`src/rtl/load_store_unit_if.sv`:
```
// load_store_unit_if
//   Bundles the EX-stage handshake, the data-memory request/response port and
//   the write-back port of the load/store unit.
//   slave  : the load/store unit itself
//   master : the surrounding pipeline / data memory (or a testbench)
//   EX side   : ex_valid, ex_ready, ex_op, ex_result, ex_store_data, ex_rd
//   Memory    : ans_ex, DM_data, mem_rw_ex, mem_en_ex, mem_mux_sel_dm, ans_dm
//   Write-back: wb_valid, wb_we, wb_rd, wb_data
//   Status    : illegal_op
interface load_store_unit_if;
  logic        ex_valid;
  logic        ex_ready;
  logic [1:0]  ex_op;
  logic [15:0] ex_result;
  logic [15:0] ex_store_data;
  logic [2:0]  ex_rd;

  logic [15:0] ans_ex;
  logic [15:0] DM_data;
  logic        mem_rw_ex;
  logic        mem_en_ex;
  logic        mem_mux_sel_dm;
  logic [15:0] ans_dm;

  logic        wb_valid;
  logic        wb_we;
  logic [2:0]  wb_rd;
  logic [15:0] wb_data;

  logic        illegal_op;

  modport slave (
    input  ex_valid, ex_op, ex_result, ex_store_data, ex_rd, ans_dm,
    output ex_ready, ans_ex, DM_data, mem_rw_ex, mem_en_ex, mem_mux_sel_dm,
           wb_valid, wb_we, wb_rd, wb_data, illegal_op
  );

  modport master (
    output ex_valid, ex_op, ex_result, ex_store_data, ex_rd, ans_dm,
    input  ex_ready, ans_ex, DM_data, mem_rw_ex, mem_en_ex, mem_mux_sel_dm,
           wb_valid, wb_we, wb_rd, wb_data, illegal_op
  );
endinterface

```
`src/rtl/load_store_unit.sv`:
```
// load_store_unit
//   Memory-stage request initiator. Accepts one EX operation at a time (ALU
//   pass-through, load or store), drives the data-memory request for
//   MEM_WAIT+1 cycles on loads/stores (one cycle, with the enable low, for
//   ALU ops), then raises a one-cycle write-back pulse while the memory's
//   registered result is on ans_dm.
// Ports
//   clk_i    : clock, all state changes on the rising edge
//   reset_ni : asynchronous active-low reset, clears all state immediately
//   lsu      : load_store_unit_if.slave (EX handshake, memory port, write-back)
// Parameters
//   MEM_WAIT : extra wait cycles per load/store access, 0..7
module load_store_unit #(
  parameter int unsigned MEM_WAIT = 0
) (
  input  logic              clk_i,
  input  logic              reset_ni,
  load_store_unit_if.slave  lsu
);

  typedef enum logic [1:0] {
    IDLE   = 2'd0,
    ACCESS = 2'd1,
    RESP   = 2'd2
  } state_e;

  localparam logic [1:0] OP_ALU   = 2'b00;
  localparam logic [1:0] OP_LOAD  = 2'b01;
  localparam logic [1:0] OP_STORE = 2'b10;
  localparam logic [2:0] WAIT_INIT = 3'(MEM_WAIT);

  state_e      state_q;
  logic [2:0]  wcnt_q;
  logic [15:0] ans_ex_q;
  logic [15:0] dm_data_q;
  logic        mem_rw_q;
  logic        mem_en_q;
  logic        mux_sel_q;
  logic [2:0]  rd_q;
  logic        we_pend_q;   // write enable the in-flight op will retire with
  logic        wb_valid_q;
  logic        wb_we_q;
  logic [2:0]  wb_rd_q;
  logic        illegal_q;

  logic        ready_s;
  logic        accept_s;

  // Ready is also gated by reset so EX sees a stall for as long as reset is held.
  always_comb begin
    ready_s  = 1'b0;
    accept_s = 1'b0;
    if (!reset_ni) begin
      ready_s = 1'b0;
    end else if (state_q == ACCESS) begin
      ready_s = 1'b0;
    end else begin
      ready_s = 1'b1;
    end
    accept_s = ready_s & lsu.ex_valid;
  end

  // Request/response FSM; every output below is a register of this block.
  always_ff @(posedge clk_i or negedge reset_ni) begin
    if (!reset_ni) begin
      state_q    <= IDLE;
      wcnt_q     <= 3'd0;
      ans_ex_q   <= 16'd0;
      dm_data_q  <= 16'd0;
      mem_rw_q   <= 1'b0;
      mem_en_q   <= 1'b0;
      mux_sel_q  <= 1'b0;
      rd_q       <= 3'd0;
      we_pend_q  <= 1'b0;
      wb_valid_q <= 1'b0;
      wb_we_q    <= 1'b0;
      wb_rd_q    <= 3'd0;
      illegal_q  <= 1'b0;
    end else begin
      // Retire pulse lasts exactly one cycle.
      wb_valid_q <= 1'b0;
      wb_we_q    <= 1'b0;
      case (state_q)
        IDLE, RESP: begin
          mem_en_q <= 1'b0;
          mem_rw_q <= 1'b0;
          if (accept_s) begin
            case (lsu.ex_op)
              OP_LOAD, OP_STORE: begin
                ans_ex_q  <= lsu.ex_result;
                dm_data_q <= lsu.ex_store_data;
                mem_en_q  <= 1'b1;
                mem_rw_q  <= (lsu.ex_op == OP_STORE);
                mux_sel_q <= (lsu.ex_op == OP_LOAD);
                wcnt_q    <= WAIT_INIT;
                rd_q      <= lsu.ex_rd;
                we_pend_q <= (lsu.ex_op == OP_LOAD) && (lsu.ex_rd != 3'd0);
                state_q   <= ACCESS;
              end
              OP_ALU: begin
                // One ACCESS cycle with the enable low lets the value travel
                // through the memory's output register onto ans_dm.
                ans_ex_q  <= lsu.ex_result;
                mux_sel_q <= 1'b0;
                wcnt_q    <= 3'd0;
                rd_q      <= lsu.ex_rd;
                we_pend_q <= (lsu.ex_rd != 3'd0);
                state_q   <= ACCESS;
              end
              default: begin
                illegal_q <= 1'b1;
                state_q   <= IDLE;
              end
            endcase
          end else begin
            state_q <= IDLE;
          end
        end
        ACCESS: begin
          if (wcnt_q != 3'd0) begin
            wcnt_q <= wcnt_q - 3'd1;
          end else begin
            // Final edge: memory samples the request now, result shows next cycle.
            mem_en_q   <= 1'b0;
            mem_rw_q   <= 1'b0;
            wb_valid_q <= 1'b1;
            wb_we_q    <= we_pend_q;
            wb_rd_q    <= rd_q;
            state_q    <= RESP;
          end
        end
        default: begin
          mem_en_q <= 1'b0;
          mem_rw_q <= 1'b0;
          state_q  <= IDLE;
        end
      endcase
    end
  end

  assign lsu.ex_ready       = ready_s;
  assign lsu.ans_ex         = ans_ex_q;
  assign lsu.DM_data        = dm_data_q;
  assign lsu.mem_rw_ex      = mem_rw_q;
  assign lsu.mem_en_ex      = mem_en_q;
  assign lsu.mem_mux_sel_dm = mux_sel_q;
  assign lsu.wb_valid       = wb_valid_q;
  assign lsu.wb_we          = wb_we_q;
  assign lsu.wb_rd          = wb_rd_q;
  // The memory already registers its output, so write-back data is a wire.
  assign lsu.wb_data        = lsu.ans_dm;
  assign lsu.illegal_op     = illegal_q;

endmodule

```
`src/flat_wrapper.sv`:
```
// flat-port wrapper written by rule: the top's interface ports become plain ports
module load_store_unit_flat 
#(
  parameter int unsigned MEM_WAIT = 0
)
  (clk_i, reset_ni, lsu_ex_valid, lsu_ex_op, lsu_ex_result, lsu_ex_store_data, lsu_ex_rd, lsu_ans_dm, lsu_ex_ready, lsu_ans_ex, lsu_DM_data, lsu_mem_rw_ex, lsu_mem_en_ex, lsu_mem_mux_sel_dm, lsu_wb_valid, lsu_wb_we, lsu_wb_rd, lsu_wb_data, lsu_illegal_op);
  load_store_unit_if lsu_i ();
  input  logic clk_i;
  input  logic reset_ni;
  input wire logic [$bits(lsu_i.ex_valid)-1:0] lsu_ex_valid;
  input wire logic [$bits(lsu_i.ex_op)-1:0] lsu_ex_op;
  input wire logic [$bits(lsu_i.ex_result)-1:0] lsu_ex_result;
  input wire logic [$bits(lsu_i.ex_store_data)-1:0] lsu_ex_store_data;
  input wire logic [$bits(lsu_i.ex_rd)-1:0] lsu_ex_rd;
  input wire logic [$bits(lsu_i.ans_dm)-1:0] lsu_ans_dm;
  output wire logic [$bits(lsu_i.ex_ready)-1:0] lsu_ex_ready;
  output wire logic [$bits(lsu_i.ans_ex)-1:0] lsu_ans_ex;
  output wire logic [$bits(lsu_i.DM_data)-1:0] lsu_DM_data;
  output wire logic [$bits(lsu_i.mem_rw_ex)-1:0] lsu_mem_rw_ex;
  output wire logic [$bits(lsu_i.mem_en_ex)-1:0] lsu_mem_en_ex;
  output wire logic [$bits(lsu_i.mem_mux_sel_dm)-1:0] lsu_mem_mux_sel_dm;
  output wire logic [$bits(lsu_i.wb_valid)-1:0] lsu_wb_valid;
  output wire logic [$bits(lsu_i.wb_we)-1:0] lsu_wb_we;
  output wire logic [$bits(lsu_i.wb_rd)-1:0] lsu_wb_rd;
  output wire logic [$bits(lsu_i.wb_data)-1:0] lsu_wb_data;
  output wire logic [$bits(lsu_i.illegal_op)-1:0] lsu_illegal_op;
  assign lsu_i.ex_valid = lsu_ex_valid;
  assign lsu_i.ex_op = lsu_ex_op;
  assign lsu_i.ex_result = lsu_ex_result;
  assign lsu_i.ex_store_data = lsu_ex_store_data;
  assign lsu_i.ex_rd = lsu_ex_rd;
  assign lsu_i.ans_dm = lsu_ans_dm;
  assign lsu_ex_ready = lsu_i.ex_ready;
  assign lsu_ans_ex = lsu_i.ans_ex;
  assign lsu_DM_data = lsu_i.DM_data;
  assign lsu_mem_rw_ex = lsu_i.mem_rw_ex;
  assign lsu_mem_en_ex = lsu_i.mem_en_ex;
  assign lsu_mem_mux_sel_dm = lsu_i.mem_mux_sel_dm;
  assign lsu_wb_valid = lsu_i.wb_valid;
  assign lsu_wb_we = lsu_i.wb_we;
  assign lsu_wb_rd = lsu_i.wb_rd;
  assign lsu_wb_data = lsu_i.wb_data;
  assign lsu_illegal_op = lsu_i.illegal_op;
  load_store_unit #(.MEM_WAIT(MEM_WAIT)) u_core (.clk_i(clk_i), .reset_ni(reset_ni), .lsu(lsu_i));
endmodule
```
`config.mk`:
```
export PLATFORM = sky130hd
export DESIGN_NAME = load_store_unit_flat
export DESIGN_NICKNAME = d
export VERILOG_FILES = /design/src/rtl/load_store_unit_if.sv /design/src/rtl/load_store_unit.sv /design/src/flat_wrapper.sv
export SDC_FILE = /design/constraint.sdc
export NUM_CORES = 1
export LEC_CHECK = 0
export BUFFER_PORTS_ARGS = -buffer_cell sky130_fd_sc_hd__buf_4
export CORE_MARGIN = 2
export CORE_UTILIZATION = 48
export DETAILED_ROUTE_END_ITERATION = 12
export PLACE_DENSITY_LB_ADDON = 0.15
export SYNTH_ARGS = -nofsm -noshare
export SYNTH_HDL_FRONTEND = slang
export SYNTH_SLANG_ARGS = --single-unit
```
`constraint.sdc`:
```
create_clock -name clk_i -period 3 [get_ports clk_i]
set_clock_uncertainty 0.2 [all_clocks]
set_input_delay 0.45 -clock clk_i [delete_from_list [all_inputs] [get_ports clk_i]]
set_output_delay 0.45 -clock clk_i [all_outputs]
set_load 0.01 [all_outputs]
```
; Yosys cells after proc, flatten, opt, wreduce, memory -nomap -nowiden
; Cells that the tools add are included.
[word_totals]
in_bits = 56
register_bits = 50
elab_cells = 64
output_inout_bits = 58
[op_classes]
muxes = 23
bitwise = 3
addsub = 1
reduce_logical = 16
eq_ne = 8
[ops]
columns = operator, count
row1 = 1-bit two-way mux, 13
row2 = 3-bit AND reduction, 4
row3 = 3-bit two-way mux, 3
row4 = 1-bit one-hot mux with 2 select lines, 4
row5 = "2-bit inequality test, second input constant", 3
row6 = 3-bit one-hot mux with 2 select lines, 1
row7 = 3-bit nonzero test, 2
row8 = "2-bit by 1-bit == test with 1-bit output, second input constant", 2
row9 = "2-bit == test, second input constant", 2
row10 = 2-bit zero test, 2
row11 = 2-bit one-hot mux with 2 select lines, 1
row12 = 4-bit AND reduction, 1
row13 = 2-bit nonzero test, 2
row14 = 2-bit OR reduction, 2
row15 = 3-bit OR reduction, 1
row16 = "3-bit by 1-bit subtractor with 3-bit output, second input constant", 1
row17 = 2-bit two-way mux, 1
row18 = "2-bit by 1-bit inequality test with 1-bit output, second input constant", 1
row19 = 1-bit NOT, 2
row20 = 2-bit AND reduction, 1
row21 = 1-bit bitwise AND, 1
row22 = 1-bit logical AND, 1

; Logic depth before layout (Yosys ltp)
[depth]
word_depth = 6
depth_mapped = 6
ltp_nobuf = 6

; Worst setup path after synthesis
; OpenSTA, ideal clock, no wires.
[synth_path]
path_kind = input port to flip-flop
startpoint = input lsu_ex_op[0]
endpoint = register u_core.ans_ex_q[0], in the netlist u_core.lsu.ans_ex[0]
path_slack_ns = 1.222
arrival_ns = 1.454
stages = 4
n_path_buf = 1
setup_ns = 0.125
required_ns = 2.675
path_cell_list = ha_1 > and4bb_1 > buf_4 > mux2_2
[synth_between]
elab_chain_len = 3
word_cells_on_any_way = 5
classes_between = eq/ne (2) / reduce/logical (3)
[synth_rtl]
columns = item, line_no
row1 = "start, declared", flat_wrapper.sv:11  ; input wire logic [$bits(lsu_i.ex_op)-1:0] lsu_ex_op;
row2 = 2-bit by 1-bit == test with 1-bit output (tied with other cells), load_store_unit.sv:88  ; case (lsu.ex_op)
row3 = 3-bit OR reduction (no source line) *, -
row4 = 3-bit AND reduction (no source line) *, -
row5 = "end signal, assigned", load_store_unit.sv:90  ; ans_ex_q <= lsu.ex_result;
row6 = "end signal, assigned", load_store_unit.sv:103  ; ans_ex_q <= lsu.ex_result;
row7 = "end, declared", load_store_unit.sv:34  ; logic [15:0] ans_ex_q;
; Mark *: on every way between the ends. The rest lies on a longest branch, timed or not.
; A chain may end at the register's enable or synchronous reset.

; Worst setup path after layout
[layout_path]
startpoint = input reset_ni
endpoint = output lsu_ex_ready
[layout_between]
elab_chain_len = 1
[layout_rtl]
columns = item, line_no
row1 = "start, declared", flat_wrapper.sv:9  ; input logic reset_ni;
row2 = 1-bit two-way mux, load_store_unit.sv:53  ; if (!reset_ni) begin
row3 = "end, declared", flat_wrapper.sv:16  ; output wire logic [$bits(lsu_i.ex_ready)-1:0] lsu_ex_ready;
; Every way passes these cells.

==> impl_metrics.tcl <==
set metrics [dict create \
    run_status "finished, final reports clean" \
    yosysSeqAreaShare_pct 58.6 \
    area_delta_synth_final_pct 29.5 \
    synth.avg_cell_area_sq_um 15.0 \
    finalCritPeriodShare_pct 72.9 \
    hold_depth 2 \
    numCtsBuffers 5 \
    synth.most_common_cell "dfrtp_1" \
    path_clk_slew_ns 0.09 \
    relSlewSlack_pct 71.3 \
    whs_endpoint "u_core.lsu.ans_ex[5]$_DFFE_PN0P_" \
    vias 1309 \
    ys_seq_elements 50 \
    rsz0062_at_grt "no" \
    async_flop_share_pct 100 \
    grt_max_degree 34 \
    drt-total-wl_um 4220 \
    final_nets 277 \
    grt_usage_pct 18.0 \
    wl_per_cell_um 15.9 \
    rows 24 \
    ir_drop_mv 0.439 \
    power.leakage_nw 1.40 \
    r2r_cells 6 \
    slew_viol_final 0 \
    crit_required_ns 2.35 \
    die_h_um 70.7 \
    fp.dieW_um 70.7 \
    synth_area_sq_um 2140 \
    drv_cap 0 \
    drt_first_pass_iters 3 \
    cts_tree "built" \
    tightestPinTransition_ns 0.431 \
    worst_r2r_startpoint "u_core.wcnt_q[0]$_DFFE_PN0P_" \
    fmax_mhz 457 \
    clk_path_buf_depth 2 \
    drt_iter0_drc 70 \
    first_global_vias 1447 \
    grt_pass1_wl_um 7070 \
    synth_edf_count 0 \
    totalPowerFinal_w 0.00174 \
    io_buffers 81 \
    setup_viol 0 \
    dp_hpwl_um 3300 \
    r2r-end "u_core.wcnt_q[2]$_DFFE_PN0P_" \
    clk_latency_ns 0.30 \
    finalHoldViolCount 0 \
    via_per_inst 4.92 \
    drc_errors 0 \
    yosysWarnings 0 \
    multi_input_area_sq_um 714 \
    synth_area_leaders "dfrtp_1, mux2_2, buf_4, mux2_4, ha_1" \
    reg2reg_slack_ns 1.10 \
    timing.setup.tns_ns 0 \
    antenna_cells 0 \
    start_util_pct 49.4 \
    critPathLaunchType "primary input" \
    endpoint_kind "output pin" \
    netlist.area_leader.share_pct 58.6 \
    register_area_sq_um 1250 \
    fin_crit_ns 2.19 \
    syn_nets 205 \
    fillers 360 \
    cp.arrival_ns 1.54 \
    post_cts_resized 0 \
    die_area_sq_um 5000 \
    ys_types 24 \
    path_max_fanout 21 \
    crit_type "in2out" \
    core_area_sq_um 4320 \
    synthTopCellsByCount "dfrtp_1, mux2_2, buf_4, mux2_4, ha_1" \
    root_buffer "clkbuf_8" \
    num_io_pins 114 \
    synth.largest_area_cell "dfrtp_1" \
    p_per_area_nw_per_um2 629 \
    overflow 0 \
    ys.flop_type "dfrtp_1" \
    clock-sinks 50 \
    final_layout_size_suffix_gt1_share_pct 61.2 \
    antenna_found_initial 0 \
    hold_path_class "in2reg" \
    gp_congestion 0.782 \
    hp-start "lsu_ex_result[5]" \
    htree_levels 2 \
    synth_cells 142 \
    ant_nets 0 \
]
==> critical path, stage by stage <==
cell	delay [ns]
dlygate4sd3_1	0.52
buf_4	0.26
nor2b_1	0.17
buf_4	0.13
==> power breakdown <==
group          internal [W]  leakage, nW  switching, W  total [W]
Sequential         0.000808        0.607     0.0000748   0.000883
Combinational      0.000308        0.750      0.000185   0.000492
Clock              0.000161       0.0383      0.000203   0.000364
==> routing by layer <==
layer / global-route usage (%) / part of all wire (%) / up-vias
met4: 7.34 / 1.7 / 0
met5: 0 / 0 / -
li1: - / - / 608
met2: 28.7 / 51 / 60
met1: 22.4 / 38 / 627
met3: 6.27 / 8.8 / 14
==> state kept, by name, indices dropped and copies added (netlist names), 2 cells and up <==
name                flops
u_core.lsu.DM_data     16
u_core.lsu.ans_ex      16
u_core.lsu.wb_rd        3
u_core.rd_q             3
u_core.state_q          2
u_core.wcnt_q           3
==> worst max-delay path by stage <==
stage,startpoint,endpoint,slack [ns],cells past startpoint
final,reset_ni,lsu_ex_ready,0.81,4
after global placement,lsu_ex_op[0],u_core.lsu.ans_ex[2]$_DFFE_PN0P_,1.08,5
after floorplan,lsu_ex_op[0],u_core.lsu.ans_ex[0]$_DFFE_PN0P_,1.22,4
after detailed placement,lsu_ex_op[0],u_core.we_pend_q$_DFFE_PN0P_,1.03,5
after CTS,reset_ni,lsu_ex_ready,0.79,4
after global routing,reset_ni,lsu_ex_ready,0.73,4
==> cell usage in the layout, fill, tap and decap left out, drive strengths merged <==
cell type and count:
a21o 1, a22o 1, and2 2, and3 1, and3b 1, and4bb 1, buf 84, clkbuf 7
dfrtp 50, dlygate4sd3 1, ha 7, inv 5, mux2 40, nand2 4, nand2b 1, nor2b 2
nor3b 1, o21ai 1, o22ai 2, o32a 1, or3b 1
==> final cells by class <==
cell class	count	share of cell area (%)
flip-flops and latches	50	45.2
multi-input cells	67	25.8
repair buffers	85	23.2
clock buffers	7	2.76
well taps	52	2.35
inverters	5	0.678
==> stage by stage <==
stage / setup slack [ns] / cells / cell area, sq um / hold slack (ns) / utilization [%]
global route: 0.732 / 266 / 2770 / 0.163 / 64.0
global placement: 1.08 / 258 / 2680 / 0.131 / 62.0
CTS: 0.785 / 266 / 2770 / 0.170 / 64.0
finish: 0.813 / 266 / 2770 / 0.178 / 64.0
detailed placement: 1.03 / 258 / 2680 / 0.136 / 62.0
floorplan: 1.22 / 142 / 2140 / -0.0456 / -
==> kinds of logic after synthesis <==
family / count (synthesis) / synth area share, %
buffers and inverters: 25 / 7.97
flip-flops: 50 / 58.6
adder cells (fa/ha/maj): 7 / 4.10
AND/OR/NAND/NOR: 14 / 4.63
AO/OA/AOI/OAI: 6 / 2.05
multiplexers: 40 / 22.7
==> repair_timing <==
item,CTS,global route
endpoints found under the hold margin,17,0
setup buffers,0,0
hold buffers,1,0
Power figures use the tool's default switching activity.
